$ cat config.mk
export PLATFORM = sky130hd
export DESIGN_NAME = eject_reassembly
export DESIGN_NICKNAME = d
export VERILOG_FILES = /design/src/rtl/eject_reassembly_pkg.sv /design/src/rtl/eject_reassembly_slot.sv /design/src/rtl/eject_reassembly.sv
export SDC_FILE = /design/constraint.sdc
export NUM_CORES = 1
export LEC_CHECK = 0
export CORE_UTILIZATION = 35
export DETAILED_ROUTE_END_ITERATION = 8
export GPL_ROUTABILITY_DRIVEN = 0
export SYNTH_ARGS = -nofsm -noshare
export SYNTH_HDL_FRONTEND = slang
export SYNTH_SLANG_ARGS = --single-unit
$ cat constraint.sdc
create_clock -name clk -period 22.2 [get_ports clk]
set_clock_uncertainty 0.2 [all_clocks]
set_input_delay 2.22 -clock clk [delete_from_list [all_inputs] [get_ports clk]]
set_output_delay 2.22 -clock clk [all_outputs]
set_load 0.005 [all_outputs]
$ cat src/rtl/eject_reassembly_pkg.sv
// Shared flit-format definitions and slot state encoding for the eject reassembly block.
// The macros below are the global.v flit format; each is only defined here when
// global.v has not already been read, so the shared values always take precedence.
`ifndef WIDTH_PAYLOAD
`define WIDTH_PAYLOAD 16
`endif
`ifndef WIDTH_FLIT_ID
`define WIDTH_FLIT_ID 2
`endif
`ifndef WIDTH_PKT_ID
`define WIDTH_PKT_ID 8
`endif
`ifndef WIDTH_TIME
`define WIDTH_TIME 8
`endif
`ifndef POS_PAYLOAD
`define POS_PAYLOAD 0
`endif
`ifndef POS_FLIT_ID
`define POS_FLIT_ID 16
`endif
`ifndef POS_PKT_ID
`define POS_PKT_ID 18
`endif
`ifndef POS_TIME
`define POS_TIME 26
`endif
`ifndef WIDTH_PORT
`define WIDTH_PORT 34
`endif

package eject_reassembly_pkg;

    localparam int PAYLOAD_DEF_W = `WIDTH_PAYLOAD;
    localparam int FLIT_ID_W     = `WIDTH_FLIT_ID;
    localparam int PKT_ID_W      = `WIDTH_PKT_ID;
    localparam int TIME_W        = `WIDTH_TIME;
    localparam int POS_PAYLOAD   = `POS_PAYLOAD;
    localparam int POS_FLIT_ID   = `POS_FLIT_ID;
    localparam int POS_PKT_ID    = `POS_PKT_ID;
    localparam int POS_TIME      = `POS_TIME;
    localparam int PORT_W        = `WIDTH_PORT;

    typedef enum logic [1:0] {
        SLOT_FREE    = 2'd0,
        SLOT_FILLING = 2'd1,
        SLOT_DONE    = 2'd2
    } slotState_t;

endpackage

$ cat src/rtl/eject_reassembly_slot.sv
// One reassembly slot: holds the PktId, FlitId-0 time stamp, received mask and payloads
// of a single packet, and reports whether an incoming flit belongs to it.
module reasm_slot
    import eject_reassembly_pkg::*;
#(
    parameter int FLITS_PER_PKT = 4,
    parameter int PAYLOAD_W     = `WIDTH_PAYLOAD
) (
    input  logic                                 clk,
    input  logic                                 reset,
    input  logic                                 wrEn,
    input  logic                                 alloc,
    input  logic                                 freeEn,
    input  logic [PKT_ID_W-1:0]                  pktIdIn,
    input  logic [FLIT_ID_W-1:0]                 flitIdIn,
    input  logic [TIME_W-1:0]                    timeIn,
    input  logic [PAYLOAD_W-1:0]                 payloadIn,
    output logic                                 match,
    output logic                                 isFree,
    output logic                                 done,
    output logic [PKT_ID_W-1:0]                  pktId,
    output logic [TIME_W-1:0]                    stamp,
    output logic [FLITS_PER_PKT*PAYLOAD_W-1:0]   data
);

    slotState_t               state;
    logic [FLITS_PER_PKT-1:0] mask;
    logic [FLITS_PER_PKT-1:0] flitBit;
    logic [FLITS_PER_PKT-1:0] nextMask;

    assign match  = (state == SLOT_FILLING) && (pktId == pktIdIn);
    assign isFree = (state == SLOT_FREE);
    assign done   = (state == SLOT_DONE);

    // Mask after this write; a fresh allocation starts from an empty mask.
    always_comb begin
        flitBit = '0;
        if (int'(flitIdIn) < FLITS_PER_PKT) flitBit[flitIdIn] = 1'b1;
        nextMask = (alloc ? '0 : mask) | flitBit;
    end

    // Slot state, storage and completion; a full mask goes straight to DONE.
    always_ff @(posedge clk or posedge reset) begin
        if (reset) begin
            state <= SLOT_FREE;
            mask  <= '0;
            pktId <= '0;
            stamp <= '0;
            data  <= '0;
        end else if (freeEn) begin
            state <= SLOT_FREE;
            mask  <= '0;
        end else if (wrEn) begin
            if (alloc) pktId <= pktIdIn;
            mask <= nextMask;
            if (flitBit != '0) data[int'(flitIdIn)*PAYLOAD_W +: PAYLOAD_W] <= payloadIn;
            if (flitIdIn == '0) stamp <= timeIn;
            state <= (&nextMask) ? SLOT_DONE : SLOT_FILLING;
        end
    end

endmodule

$ cat src/rtl/eject_reassembly.sv
// Ejection-side packet reassembly: captures every flit leaving the router, steers it to
// a matching or newly allocated slot, and presents completed packets in slot order.
module eject_reassembly
    import eject_reassembly_pkg::*;
#(
    parameter int WIDTH_PORT    = `WIDTH_PORT,
    parameter int FLITS_PER_PKT = 4,
    parameter int NUM_SLOTS     = 4,
    parameter int PAYLOAD_W     = `WIDTH_PAYLOAD
) (
    input  logic                                 clk,
    input  logic                                 reset,
    input  logic [WIDTH_PORT-1:0]                din,
    output logic                                 pkt_valid,
    input  logic                                 pkt_ready,
    output logic [PKT_ID_W-1:0]                  pkt_id,
    output logic [TIME_W-1:0]                    pkt_time,
    output logic [FLITS_PER_PKT*PAYLOAD_W-1:0]   pkt_data,
    output logic [15:0]                          drop_cnt
);

    localparam int SLOT_W = (NUM_SLOTS > 1) ? $clog2(NUM_SLOTS) : 1;

    logic                  flitValid;
    logic [PKT_ID_W-1:0]   pktIdIn;
    logic [FLIT_ID_W-1:0]  flitIdIn;
    logic [TIME_W-1:0]     timeIn;
    logic [PAYLOAD_W-1:0]  payloadIn;

    assign flitValid = |din;
    assign pktIdIn   = din[POS_PKT_ID  +: PKT_ID_W];
    assign flitIdIn  = din[POS_FLIT_ID +: FLIT_ID_W];
    assign timeIn    = din[POS_TIME    +: TIME_W];
    assign payloadIn = din[POS_PAYLOAD +: PAYLOAD_W];

    logic [NUM_SLOTS-1:0] matchVec, freeVec, doneVec, wrVec, allocVec, freeEnVec;
    logic [PKT_ID_W-1:0]                 slotPktId [NUM_SLOTS];
    logic [TIME_W-1:0]                   slotStamp [NUM_SLOTS];
    logic [FLITS_PER_PKT*PAYLOAD_W-1:0]  slotData  [NUM_SLOTS];

    for (genvar g = 0; g < NUM_SLOTS; g++) begin : gSlot
        reasm_slot #(
            .FLITS_PER_PKT (FLITS_PER_PKT),
            .PAYLOAD_W     (PAYLOAD_W)
        ) uSlot (
            .clk       (clk),
            .reset     (reset),
            .wrEn      (wrVec[g]),
            .alloc     (allocVec[g]),
            .freeEn    (freeEnVec[g]),
            .pktIdIn   (pktIdIn),
            .flitIdIn  (flitIdIn),
            .timeIn    (timeIn),
            .payloadIn (payloadIn),
            .match     (matchVec[g]),
            .isFree    (freeVec[g]),
            .done      (doneVec[g]),
            .pktId     (slotPktId[g]),
            .stamp     (slotStamp[g]),
            .data      (slotData[g])
        );
    end

    logic              anyMatch, anyFree, anyDone, dropFlit, locked;
    logic [SLOT_W-1:0] matchIdx, allocIdx, firstDone, lockIdx, selIdx;

    // Lowest-index matching, free and done slots.
    always_comb begin
        anyMatch  = 1'b0;
        anyFree   = 1'b0;
        anyDone   = 1'b0;
        matchIdx  = '0;
        allocIdx  = '0;
        firstDone = '0;
        for (int i = NUM_SLOTS - 1; i >= 0; i--) begin
            if (matchVec[i]) begin anyMatch = 1'b1; matchIdx  = SLOT_W'(i); end
            if (freeVec[i])  begin anyFree  = 1'b1; allocIdx  = SLOT_W'(i); end
            if (doneVec[i])  begin anyDone  = 1'b1; firstDone = SLOT_W'(i); end
        end
    end

    // Steer the incoming flit: match first, else allocate, else drop. A slot freed this
    // cycle is still DONE here, so it cannot be reallocated until the next cycle.
    always_comb begin
        wrVec    = '0;
        allocVec = '0;
        dropFlit = 1'b0;
        if (flitValid) begin
            if (anyMatch) begin
                wrVec[matchIdx] = 1'b1;
            end else if (anyFree) begin
                wrVec[allocIdx]    = 1'b1;
                allocVec[allocIdx] = 1'b1;
            end else begin
                dropFlit = 1'b1;
            end
        end
    end

    // Presented packet: locked slot while stalled, otherwise lowest DONE slot.
    always_comb begin
        selIdx    = locked ? lockIdx : firstDone;
        pkt_valid = anyDone;
        pkt_id    = anyDone ? slotPktId[selIdx] : '0;
        pkt_time  = anyDone ? slotStamp[selIdx] : '0;
        pkt_data  = anyDone ? slotData[selIdx]  : '0;
        freeEnVec = '0;
        if (anyDone && pkt_ready) freeEnVec[selIdx] = 1'b1;
    end

    // Hold the selection while the consumer stalls so a newly completed lower slot cannot swap it.
    always_ff @(posedge clk or posedge reset) begin
        if (reset) begin
            locked  <= 1'b0;
            lockIdx <= '0;
        end else if (pkt_valid && !pkt_ready) begin
            locked  <= 1'b1;
            lockIdx <= selIdx;
        end else begin
            locked  <= 1'b0;
        end
    end

    // Saturating count of flits lost for want of a slot.
    always_ff @(posedge clk or posedge reset) begin
        if (reset) begin
            drop_cnt <= '0;
        end else if (dropFlit && (drop_cnt != 16'hFFFF)) begin
            drop_cnt <= drop_cnt + 16'd1;
        end
    end

endmodule

==> results of run 1 <==
[placed cells by master, fill, tap and decap left out, types with 8 or more instances in the layout]
| cell type | instances |
|---|---|
| clkbuf_8 | 12 |
| nor3_1 | 15 |
| nand2_1 | 22 |
| nand4_1 | 10 |
| nor2_1 | 28 |
| a21oi_1 | 10 |
| buf_4 | 16 |
| mux2_1 | 95 |
| clkbuf_16 | 44 |
| clkbuf_1 | 11 |
| and2_1 | 148 |
| xor2_1 | 31 |
| nand3_1 | 14 |
| and3_1 | 8 |
| xnor2_1 | 16 |
| clkdlybuf4s50_1 | 133 |
| mux2_4 | 30 |
| nor4_1 | 11 |
| dfrtp_1 | 363 |
| ha_1 | 8 |
| mux2_2 | 195 |
| mux4_2 | 80 |
| o22ai_1 | 8 |
[power by group]
part | switching [uW] | total, uW | internal [uW]
logic | 387 | 846 | 459
clock network | 280 | 696 | 416
registers | 131 | 1010 | 877
[kinds of logic (layout without fill, tap and decap cells)]
family	after synthesis	after routing	synth area share, %
fa+ha+maj	8	8	0.560
mux	400	400	30.8
xor+xnor	47	47	2.30
other cells	0	1	0
simple gates	303	303	10.7
flops	363	363	50.8
buf+inv	85	234	2.65
compound gates	55	55	2.21
[metrics by stage]
step                      instances  hold slack (ps)  cell area, um2  util (%)  total power (uW)
final                          2083              279           21200      42.1              2550
after CTS                      2082              283           21200      42.1              2590
after floorplan                1261              247           17900         -              1610
after detailed placement       2005              269           19800      39.3              1880
after global placement         2005              262           19800      39.3              1860
after global routing           2082              297           21200      42.1              2700
[sequential cells by signal, summed over array words and instances, names as in the netlist]
| signal | cells |
|---|---|
| drop_cnt | 16 |
| gSlot.uSlot.data | 256 |
| gSlot.uSlot.mask | 16 |
| gSlot.uSlot.pktId | 32 |
| gSlot.uSlot.stamp | 32 |
| gSlot.uSlot.state | 8 |
| lockIdx | 2 |
| locked | 1 |
[cell type report]
type	instances	area, um2	share of cell area (%)
sequential	363	9080	42.9
timing repair buffer	149	1450	6.85
antenna	1	2.50	0.0118
clock inverter	10	95.1	0.449
inverter	8	37.5	0.177
tap	672	841	3.97
multi-input combinational	813	8360	39.5
clock buffer	67	1310	6.17
[routing by layer]
layer / vias up / global-route usage [%] / part of all wire [%]
met3: 55 / 3.35 / 4.6
li1: 4812 / - / -
met2: 276 / 28.1 / 47
met5: - / 0 / 0
met4: 0 / 4.26 / 1.9
met1: 5772 / 24.9 / 47
[worst max-delay path: cells and delay by family]
kind	cells	cell delay, ps
and+or+nand+nor	6	2540
buffers and inverters	2	770
muxes	1	540
adders and majority gates	1	460
[worst paths after layout]
check	startpoint	endpoint	slack, ps	depth (start not counted)
max reg2reg	gSlot[2].uSlot.state[0]$_DFFE_PP0P_	gSlot[0].uSlot.data[41]$_DFFE_PP0P_	18010	7
max	din[16]	gSlot[2].uSlot.data[54]$_DFFE_PP0P_	15880	10
min in group asynchronous	reset	drop_cnt[10]$_DFFE_PP0P_	2010	2
min reg2reg	gSlot[3].uSlot.mask[0]$_DFFE_PP0P_	gSlot[3].uSlot.mask[0]$_DFFE_PP0P_	280	2
max in group asynchronous	reset	gSlot[1].uSlot.data[54]$_DFFE_PP0P_	17530	4
min	gSlot[3].uSlot.mask[0]$_DFFE_PP0P_	gSlot[3].uSlot.mask[0]$_DFFE_PP0P_	280	2
==> impl_metrics.json, run 1 <==
{
  "setup_viol": 0,
  "cts_tree": "built",
  "synth-seq-cells": 363,
  "fin_tns_setup_ps": 0,
  "cts_max_level": 2,
  "wl_per_cell_um": 21.6,
  "slowest_stage": "nand3_1",
  "detail_route.iter0.violations": 701,
  "dp_hpwl_um": 29000,
  "syn_inst": 1261,
  "io_pins": 134,
  "cp-end-kind": "register",
  "fin_nets": 1423,
  "worstPathRequired_ps": 22440,
  "clk_path_buf_depth": 3,
  "timing.fmax_mhz": 158,
  "status": "completed",
  "routed_via_density": 5.24,
  "clock_sinks": 363,
  "die_x_um": 228,
  "min_path_type": "reg2reg",
  "yosys-top-cells-count": "dfrtp_1 (363), mux2_2 (195), and2_1 (148), mux2_1 (95), mux4_2 (80)",
  "syn_area_mm2": 0.0179,
  "yosysWarnings": 0,
  "clkTransAtPathRegs_ps": 60,
  "remaining_drc_errors": 0,
  "grt_pass1_wl_um": 71300,
  "leakagePower_uw": 0.00966,
  "ys_seq_area_share_pct": 50.8,
  "period_needed_ps": 6320,
  "syn2layout_area_growth_pct": 18.4,
  "slew_violations": 0,
  "ys_async_sr_fraction_pct": 100,
  "start_kind": "input port",
  "ys_types": 63,
  "maxCapViolations": 0,
  "dieHeight_um": 228,
  "finalHoldViolations": 0,
  "grt.total_usage_pct": 17.7,
  "cts_buffers": 43,
  "antenna_found_initial": 1,
  "crit_type": "in2reg",
  "fin_crit_sh_pct": 28.5,
  "die-area_mm2": 0.0520,
  "syn-num-nets": 1306,
  "core-area_mm2": 0.0503,
  "cts_setup_buffers": 0,
  "postRouteAntennaNets": 0,
  "crit_path_cell_trace": "clkdlybuf4s50_1, inv_1, ha_1, nor4b_1, nand4_1, nor3_2, or3_1, nor2_1, nand3_1, mux2_2",
  "dr.pass1.iters": 5,
  "routed-via-count": 10900,
  "yosys.area.top_type": "dfrtp_1",
  "synth_edf_count": 0,
  "synth.top_cell.area_share_pct": 50.8,
  "clock-root-buffer": "clkbuf_16",
  "rows": 82,
  "totalWireLength_um": 45100,
  "cts_resized": 0,
  "cellPowerDensity_mw_per_mm2": 120,
  "synth.most_common_cell": "dfrtp_1",
  "tightest_slew_ps": 1130,
  "vdd_drop_max_uv": 81.0,
  "grt.overflow.total": 0,
  "grt_max_degree": 118,
  "place_ws_ps": 15320,
  "layout-drive-gt1-share_pct": 29.8,
  "cts_hold_buf": 0,
  "synth-main-ff-cell": "dfrtp_1",
  "slew_headroom_pct": 24.2,
  "critical_path_arrival_ps": 6560,
  "cp_slowest_stage_delay_ps": 870,
  "syn_area_per_cell_um2": 14.2,
  "fillers": 4670,
  "crit_fanout": 17,
  "rsz0062_at_grt": "no",
  "synth_area_leaders": "dfrtp_1 (51%), mux2_2 (12%), mux4_2 (10%), mux2_1 (6.0%), and2_1 (5.2%)",
  "start_util_pct": 35.6,
  "insertion_delay_ps": 570,
  "setup_ws_ps": 15880,
  "port_buffers": 133,
  "grt_pass1_vias": 11600
}
Power figures use the tool's default switching activity.
==> run 2: changes to the inputs <==
==> constraint.sdc (replaced) <==
create_clock -name clk -period 6.4 [get_ports clk]
set_clock_uncertainty 0.2 [all_clocks]
set_input_delay 0.64 -clock clk [delete_from_list [all_inputs] [get_ports clk]]
set_output_delay 0.64 -clock clk [all_outputs]
set_load 0.005 [all_outputs]
==> run 2 against run 1 <==
- power rose to 3.5 times the previous value
- combinational power rose to 3.5 times the previous value
- critical path type is now reg2out
- final cell count barely moved
==> impl_metrics.json, run 2 (same netlist as run 1, synthesis figures left out) <==
{
  "cp-end-kind": "primary output",
  "clkTransAtPathRegs_ps": 60,
  "clock_sinks": 363,
  "dp_cells": 2004,
  "worst_hold_slack_ps": 281,
  "dieHeight_um": 228,
  "combPwrFrac_pct": 32.7,
  "setup_viol": 0,
  "period_needed_ps": 4630,
  "timing.fmax_mhz": 216,
  "cts_resized": 0,
  "cts_setup_buffers": 0,
  "critical_path_arrival_ps": 3790,
  "die_x_um": 228,
  "slowest_stage": "o21a_4",
  "wl_per_cell_um": 21.5,
  "maxCapViolations": 0,
  "status": "completed",
  "cts_tree": "built",
  "port_buffers": 133,
  "clock-root-buffer": "clkbuf_16",
  "critPathBufInv": 2,
  "routed-via-count": 11000,
  "leakagePower_uw": 0.00972,
  "hold_end": "gSlot[1].uSlot.stamp[4]$_DFFE_PP0P_",
  "place_ws_ps": 1620,
  "cp_slowest_stage_delay_ps": 770,
  "cp_top_family": "compound AO/OA/AOI/OAI gates",
  "min_path_type": "reg2reg",
  "hold_path_depth": 1,
  "largest_register": "gSlot.uSlot.data",
  "fin_util_pct": 42.4,
  "seqPwrFrac_pct": 38.6,
  "largest_reg_flops": 256,
  "seq_area_mm2": 0.00908,
  "p_int_uw": 6240,
  "crit_type": "reg2out",
  "detail_route.iter0.violations": 676,
  "grt_max_degree": 186,
  "swShare_pct": 30.9,
  "fin_tns_setup_ps": 0,
  "multi_input_area_mm2": 0.00836,
  "dr.pass1.iters": 4,
  "fin_nets": 1422,
  "fillers": 4699,
  "totalWireLength_um": 44900,
  "clk_path_buf_depth": 3,
  "syn2layout_area_growth_pct": 19.1,
  "setup_ws_ps": 1770,
  "crit_path_cell_trace": "nand2b_1, o211ai_1, o21a_4, buf_12, mux4_2, and2_1, clkdlybuf4s50_1",
  "slew_headroom_pct": 25.6,
  "p_sw_uw": 2790,
  "cts_hold_buf": 0,
  "rows": 82,
  "grt.total_usage_pct": 17.7,
  "rr_startpoint": "gSlot[0].uSlot.state[0]$_DFFE_PP0P_",
  "routed_via_density": 5.25,
  "cellPowerDensity_mw_per_mm2": 424,
  "finalHoldViolations": 0,
  "grt_pass1_vias": 11900,
  "crit_fanout": 42,
  "insertion_delay_ps": 580,
  "postRouteAntennaNets": 0,
  "antenna_found_initial": 4,
  "largest_registers": "gSlot.uSlot.data: 256 flops, gSlot.uSlot.pktId: 32 flops, gSlot.uSlot.stamp: 32 flops",
  "cts_buffers": 43,
  "slew_violations": 0,
  "dp_hpwl_um": 28400,
  "start_util_pct": 35.6,
  "grt_pass1_wl_um": 71700,
  "pwr-share-clk_pct": 28.6,
  "worst-r2r-cell-count": 7,
  "vdd_drop_max_uv": 268,
  "cts_max_level": 2,
  "worstPathRequired_ps": 5560,
  "layout-drive-gt1-share_pct": 30.0,
  "layout.cells.most_common": "dfrtp_1",
  "core-area_mm2": 0.0503,
  "path_depth": 7,
  "r2r_end": "gSlot[0].uSlot.data[36]$_DFFE_PP0P_",
  "start_kind": "register",
  "final_cell_count_no_fill": 2085,
  "hp-start": "gSlot[1].uSlot.stamp[4]$_DFFE_PP0P_",
  "r2r_slack_ps": 2330,
  "remaining_drc_errors": 0,
  "layout_common_cells": "dfrtp_1 (363), mux2_2 (195), and2_1 (148)",
  "rsz0062_at_grt": "no",
  "grt.overflow.total": 0,
  "die-area_mm2": 0.0520,
  "fin_crit_sh_pct": 72.3,
  "tightest_slew_ps": 1120,
  "io_pins": 134
}
==> run 2: cell count changes in the layout (fill, tap and decap cells not counted), sizes merged <==
cell	change
buf	-1
clkbuf	-3
clkinv	+2
bufinv	+4
diode	+1
clkinvlp	-1
==> run 2: metrics by stage <==
| stage | power [uW] | cell area [um2] |
|---|---|---|
| finish | 9030 | 21300 |
| global route | 9550 | 21300 |
| CTS | 9150 | 21300 |
| detailed placement | 6530 | 19800 |
| global placement | 6440 | 19800 |
| floorplan | 5580 | 17900 |
==> run 2: power groups by stage <==
stage / sequential, uW / clock (uW) / combinational, uW
after floorplan: 3370 / 0 / 2210
after global placement: 3480 / 0 / 2960
after detailed placement: 3520 / 0 / 3010
after CTS: 3490 / 2640 / 3020
after global routing: 3580 / 2750 / 3210
final: 3490 / 2580 / 2950
==> run 2: final cells by class <==
cell class,instances,area share [%]
flip-flops and latches,363,42.6
multi-input cells,813,39.2
repair buffers,148,6.90
clock buffers,64,6.04
well taps,672,3.95
clock inverters,15,1.05
inverters,8,0.159
diodes,2,0.0235
==> run 2: metal layers <==
layer | up-vias | global-route usage (%) | routed length (um)
met5 | - | 0 | 0
met4 | 0 | 4.51 | 914
met3 | 63 | 3.69 | 2010
met2 | 245 | 28.0 | 21000
met1 | 5828 | 24.6 | 21000
li1 | 4820 | - | -
==> run 2: worst max-delay path by stage <==
stage                                        startpoint                                  end  slack (ps)
detailed placement                              din[16]  gSlot[0].uSlot.data[44]$_DFFE_PP0P_        1620
global route        gSlot[1].uSlot.state[0]$_DFFE_PP0P_                         pkt_data[29]        1510
floorplan                                         reset              drop_cnt[0]$_DFFE_PP0P_         690
finish              gSlot[0].uSlot.state[0]$_DFFE_PP0P_                         pkt_data[43]        1770
global placement                                din[16]  gSlot[0].uSlot.data[47]$_DFFE_PP0P_        1700
CTS                 gSlot[0].uSlot.state[0]$_DFFE_PP0P_                         pkt_data[25]        1640
==> run 2: worst register-to-register path, cell delays in order, from the launching register on <==
cell and delay (ps):
dfrtp_1 440, nand2b_1 230, o211ai_1 150, o21a_4 770, buf_4 450, nand4_1 490, and3_1 730, mux2_1 470
==> run 3: changes to the inputs <==
==> constraint.sdc (replaced) <==
create_clock -name clk -period 4.16 [get_ports clk]
set_clock_uncertainty 0.2 [all_clocks]
set_input_delay 0.416 -clock clk [delete_from_list [all_inputs] [get_ports clk]]
set_output_delay 0.416 -clock clk [all_outputs]
set_load 0.005 [all_outputs]
==> run 3 against run 2 <==
- register-to-register slack lost 1600 ps
- hold slack lost 140 ps
- die area is the same
- power grew 51%
- wire length grew 2.5%
- non-clock buffer count grew 37
- cell area grew 0.65%
- sequential power grew 54%
- worst setup slack lost 1600 ps
- flip-flop and latch count is the same
- highest routed layer unchanged
==> impl_metrics.json, run 3 (same netlist as run 1, synthesis figures left out) <==
{
  "status": "completed",
  "tightest_slew_ps": 853,
  "cts_setup_buffers": 0,
  "crit_fanout": 28,
  "syn2layout_area_growth_pct": 19.9,
  "leakagePower_uw": 0.00982,
  "fin_crit_sh_pct": 96.1,
  "layout-drive-gt1-share_pct": 31.2,
  "grt_pass1_wl_um": 73000,
  "fin_nets": 1459,
  "cts_buffers": 42,
  "min_path_type": "in2async",
  "seq_area_mm2": 0.00908,
  "slew_headroom_pct": 42.6,
  "multi_input_area_mm2": 0.00837,
  "fillers": 4657,
  "maxCapViolations": 0,
  "timing.fmax_mhz": 250,
  "slew_violations": 0,
  "grt.total_usage_pct": 18.1,
  "die-area_mm2": 0.0520,
  "clkTransAtPathRegs_ps": 60,
  "finalHoldViolations": 0,
  "layout.cells.most_common": "dfrtp_1",
  "fin_tns_setup_ps": 0,
  "grt.overflow.total": 0,
  "crit_type": "reg2out",
  "insertion_delay_ps": 550,
  "largest_registers": "gSlot.uSlot.data: 256 flops, gSlot.uSlot.pktId: 32 flops, gSlot.uSlot.stamp: 32 flops",
  "cts_hold_buf": 0,
  "cts_resized": 0,
  "dp_hpwl_um": 30500,
  "clock-root-buffer": "clkbuf_16",
  "fin_area_mm2": 0.0214,
  "setup_viol": 0,
  "die_x_um": 228,
  "dieHeight_um": 228,
  "rows": 82,
  "setup_ws_ps": 161,
  "routed_via_density": 5.22,
  "dr.pass1.iters": 5,
  "vdd_drop_max_uv": 256,
  "layout_common_cells": "dfrtp_1 (363), mux2_2 (195), and2_1 (148)",
  "worstPathRequired_ps": 3540,
  "largest_reg_flops": 256,
  "cts_tree": "built",
  "place_area_mm2": 0.0201,
  "fin_util_pct": 42.6,
  "core-area_mm2": 0.0503,
  "io_pins": 134,
  "cellPowerDensity_mw_per_mm2": 635,
  "critical_path_arrival_ps": 3380,
  "largest_register": "gSlot.uSlot.data",
  "postRouteAntennaNets": 0,
  "clk_path_buf_depth": 3,
  "clock_sinks": 363,
  "place_ws_ps": 203,
  "routed-via-count": 11000,
  "rsz0062_at_grt": "no",
  "remaining_drc_errors": 0,
  "period_needed_ps": 4000,
  "cts_max_level": 2,
  "start_kind": "register",
  "port_buffers": 133,
  "start_util_pct": 35.6,
  "wl_per_cell_um": 21.8,
  "antenna_found_initial": 5,
  "grt_pass1_vias": 11700,
  "cp-end-kind": "primary output",
  "totalWireLength_um": 46100,
  "detail_route.iter0.violations": 756,
  "grt_max_degree": 122
}
run 3: cell count changes in the layout (fill, tap and decap cells not counted):
cell,previous run,this run
clkinv_8,1,0
clkbuf_16,44,43
clkinv_2,6,4
buf_4,13,45
inv_6,2,1
clkinv_4,1,0
clkbuf_8,11,7
o21a_2,0,1
buf_12,2,7
diode_2,2,3
bufinv_16,5,2
run 3: layout make-up:
class / instances / share of cell area [%]
clock inverters: 7 / 0.414
repair buffers: 185 / 8.44
diodes: 3 / 0.0350
flip-flops and latches: 363 / 42.4
clock buffers: 59 / 5.63
multi-input cells: 814 / 39.0
well taps: 672 / 3.92
inverters: 8 / 0.158
run 3: metal layers:
| layer | share of wire (%) | vias to the layer above | wire length, um | global-route usage, % |
|---|---|---|---|---|
| met1 | 47 | 5807 | 21700 | 26.4 |
| met4 | 2.0 | 0 | 925 | 4.76 |
| met3 | 4.8 | 60 | 2200 | 2.97 |
| met2 | 46 | 272 | 21200 | 27.9 |
| li1 | - | 4877 | - | - |
| met5 | 0 | - | 0 | 0 |
run 3: report_power, final:
part	switching, uW	leakage (uW)	internal, uW
clock	1440	0.000639	2120
sequential	694	0.00484	4680
combinational	2120	0.00433	2560
run 3: per-stage QoR:
stage / instances / power, uW / hold WS (ps)
after CTS: 2107 / 13800 / 138
final: 2111 / 13600 / 142
after floorplan: 1261 / 8590 / 247
after global routing: 2108 / 14400 / 175
after global placement: 2041 / 10100 / 262
after detailed placement: 2041 / 10100 / 268
run 3: path summary, 6_finish.rpt:
check	from	end	slack, ps	cells after the start
setup / recovery	gSlot[0].uSlot.state[0]$_DFFE_PP0P_	pkt_data[47]	160	7
setup reg to reg	gSlot[1].uSlot.state[0]$_DFFE_PP0P_	gSlot[1].uSlot.stamp[6]$_DFFE_PP0P_	750	8
hold reg to reg	gSlot[0].uSlot.data[37]$_DFFE_PP0P_	gSlot[0].uSlot.data[37]$_DFFE_PP0P_	280	1
min in group clk	gSlot[0].uSlot.data[37]$_DFFE_PP0P_	gSlot[0].uSlot.data[37]$_DFFE_PP0P_	280	1
hold / removal	reset	gSlot[3].uSlot.data[10]$_DFFE_PP0P_	140	2
max in group asynchronous	reset	gSlot[1].uSlot.data[56]$_DFFE_PP0P_	2510	3
run 3: worst max-delay path: stages (launching register included):
cell and delay (ps):
dfrtp_1 460, nand2b_1 240, o211ai_1 210, o21a_4 360, buf_12 300, mux4_2 580, and2_1 210, clkdlybuf4s50_1 460
==> RTL edit (flow settings as in run 2) <==
Change the parameter `NUM_SLOTS` from 4 to 8.
--- a/src/rtl/eject_reassembly.sv
+++ b/src/rtl/eject_reassembly.sv
@@ -5,7 +5,7 @@
 #(
     parameter int WIDTH_PORT    = `WIDTH_PORT,
     parameter int FLITS_PER_PKT = 4,
-    parameter int NUM_SLOTS     = 4,
+    parameter int NUM_SLOTS     = 8,
     parameter int PAYLOAD_W     = `WIDTH_PAYLOAD
 ) (
     input  logic                                 clk,
Check against the original RTL: not settled (the Yosys comparison gave no result); the edit may change what the design does.
==> RTL edit against run 2 <==
Power increased by 100%; critical path type unchanged; sequential cell count is 345 higher; setup slack worse by 710 ps; global-route usage up 2.3 points; routed wire length rose by 130%; core utilization shrank 1.7 points; cell area up 89%; clock power up 80%; area after synthesis up 96%; via count increased by 130%.
==> RTL edit: results <==
{
  "status": "finished, final reports clean",
  "clock_cell_area_share": 0.0668,
  "reg2reg_from": "gSlot[7].uSlot.state[0]",
  "cp_max_fo": 56,
  "cts_buffers": 81,
  "nMultiInputCombCells": 2366,
  "start_kind": "flop",
  "cpMaxStageDelayCell": "nor2_4",
  "synthCells": 3319,
  "ctsResizeCount": 0,
  "root_buffer": "clkbuf_16",
  "grt_pass1_vias": 25307,
  "layout.nonclk_buf_frac": 0.0482,
  "dr.pass1.iters": 6,
  "regArea_um2": 17700,
  "instances_no_fill": 4716,
  "min-delay-start": "gSlot[7].uSlot.mask[1]",
  "clk_latency_ps": 630,
  "synth_nets": 3361,
  "crit_family": "simple AND/OR/NAND/NOR gates",
  "port_buffers": 133,
  "htreeDepth": 3,
  "drive_gt1_frac": 0.237,
  "r2r_setup_slack_ps": 1750,
  "cts_sinks": 708,
  "antennaDiodeCount": 0,
  "cellLeakagePower_nw": 18.0,
  "synth_common_cells": "dfrtp_1, nand2_1, mux2_2, nand3_1, clkbuf_1",
  "ys_seq_area_frac": 0.505,
  "maxSlewHeadroom": 0.190,
  "critPathArrivalTime_ps": 4500,
  "hold_slack_ps": 277,
  "hpwl_um": 61500,
  "multiInputGateArea_um2": 16200,
  "fill_cells": 9459,
  "dp_cells": 4569,
  "nNonClkBuffers": 199,
  "irDropWorstVdd_mv": 0.203,
  "netlist_top_cells_area": "dfrtp_1, mux2_2, nand2_1",
  "setup_violations": 0,
  "nClkBuffers": 120,
  "reg_top3": "gSlot.uSlot.data x512, gSlot.uSlot.pktId x64, gSlot.uSlot.stamp x64",
  "num_vias": 25567,
  "wl_per_cell_um": 21.6,
  "slowest_delay_ps": 940,
  "synth_cell_types": 75,
  "drt_iter0_markers": 2390,
  "grt_pass1_wl_um": 158000,
  "track_usage": 0.200,
  "inverters": 9,
  "antenna_found_initial": 2
}
## RTL edit: cell count changes after synthesis, sizes merged, moves of 18 or more
cell	run 2	this run
and2	151	22
nor2	28	89
mux2	320	642
mux4	80	0
buf	55	100
nand3	23	476
a21oi	10	102
nand2	27	695
dfrtp	363	708
a21o	2	21
clkbuf	22	136
xnor2	16	59
and3	9	27
nand2b	3	23
## RTL edit: per-stage QoR
stage	area, µm²	setup slack (ps)	setup TNS [ps]	utilization
floorplan	35100	-4130	-2926790	-
global placement	37500	1130	0	0.380
detailed placement	37500	1110	0	0.380
CTS	40200	972	0	0.407
global route	40200	779	0	0.407
finish	40200	1060	0	0.407
## RTL edit: kinds of logic after synthesis
family                   count (synthesis)  synth area share
multiplexers                           642             0.212
adder cells (fa/ha/maj)                  5           0.00178
AND/OR/NAND/NOR                       1429             0.188
flip-flops                             708             0.505
XOR/XNOR                                79            0.0197
AO/OA/AOI/OAI                          211            0.0404
buffers and inverters                  245            0.0333
## RTL edit: per-layer routing
metal,part of all wire,global-route usage,up-vias
met4,0.027,0.0612,2
met3,0.065,0.0329,168
met1,0.45,0.282,12996
li1,-,-,11596
met5,0.00012,0,-
met2,0.46,0.313,805
## RTL edit: report_power, final
group / internal (mW) / switching (mW) / leakage [nW]
combinational: 2.80 / 3.40 / 7.25
clock: 2.74 / 1.91 / 1.34
sequential: 6.24 / 1.02 / 9.46
## RTL edit: final timing paths
path	to	depth (start not counted)
worst min-delay path	gSlot[7].uSlot.mask[1]	1
worst max-delay path	pkt_data[51]	9
min in group asynchronous	gSlot[1].uSlot.stamp[0]	2
worst min register to register	gSlot[7].uSlot.mask[1]	1
max in group asynchronous	gSlot[4].uSlot.data[53]	3
worst max register to register	gSlot[5].uSlot.data[4]	9
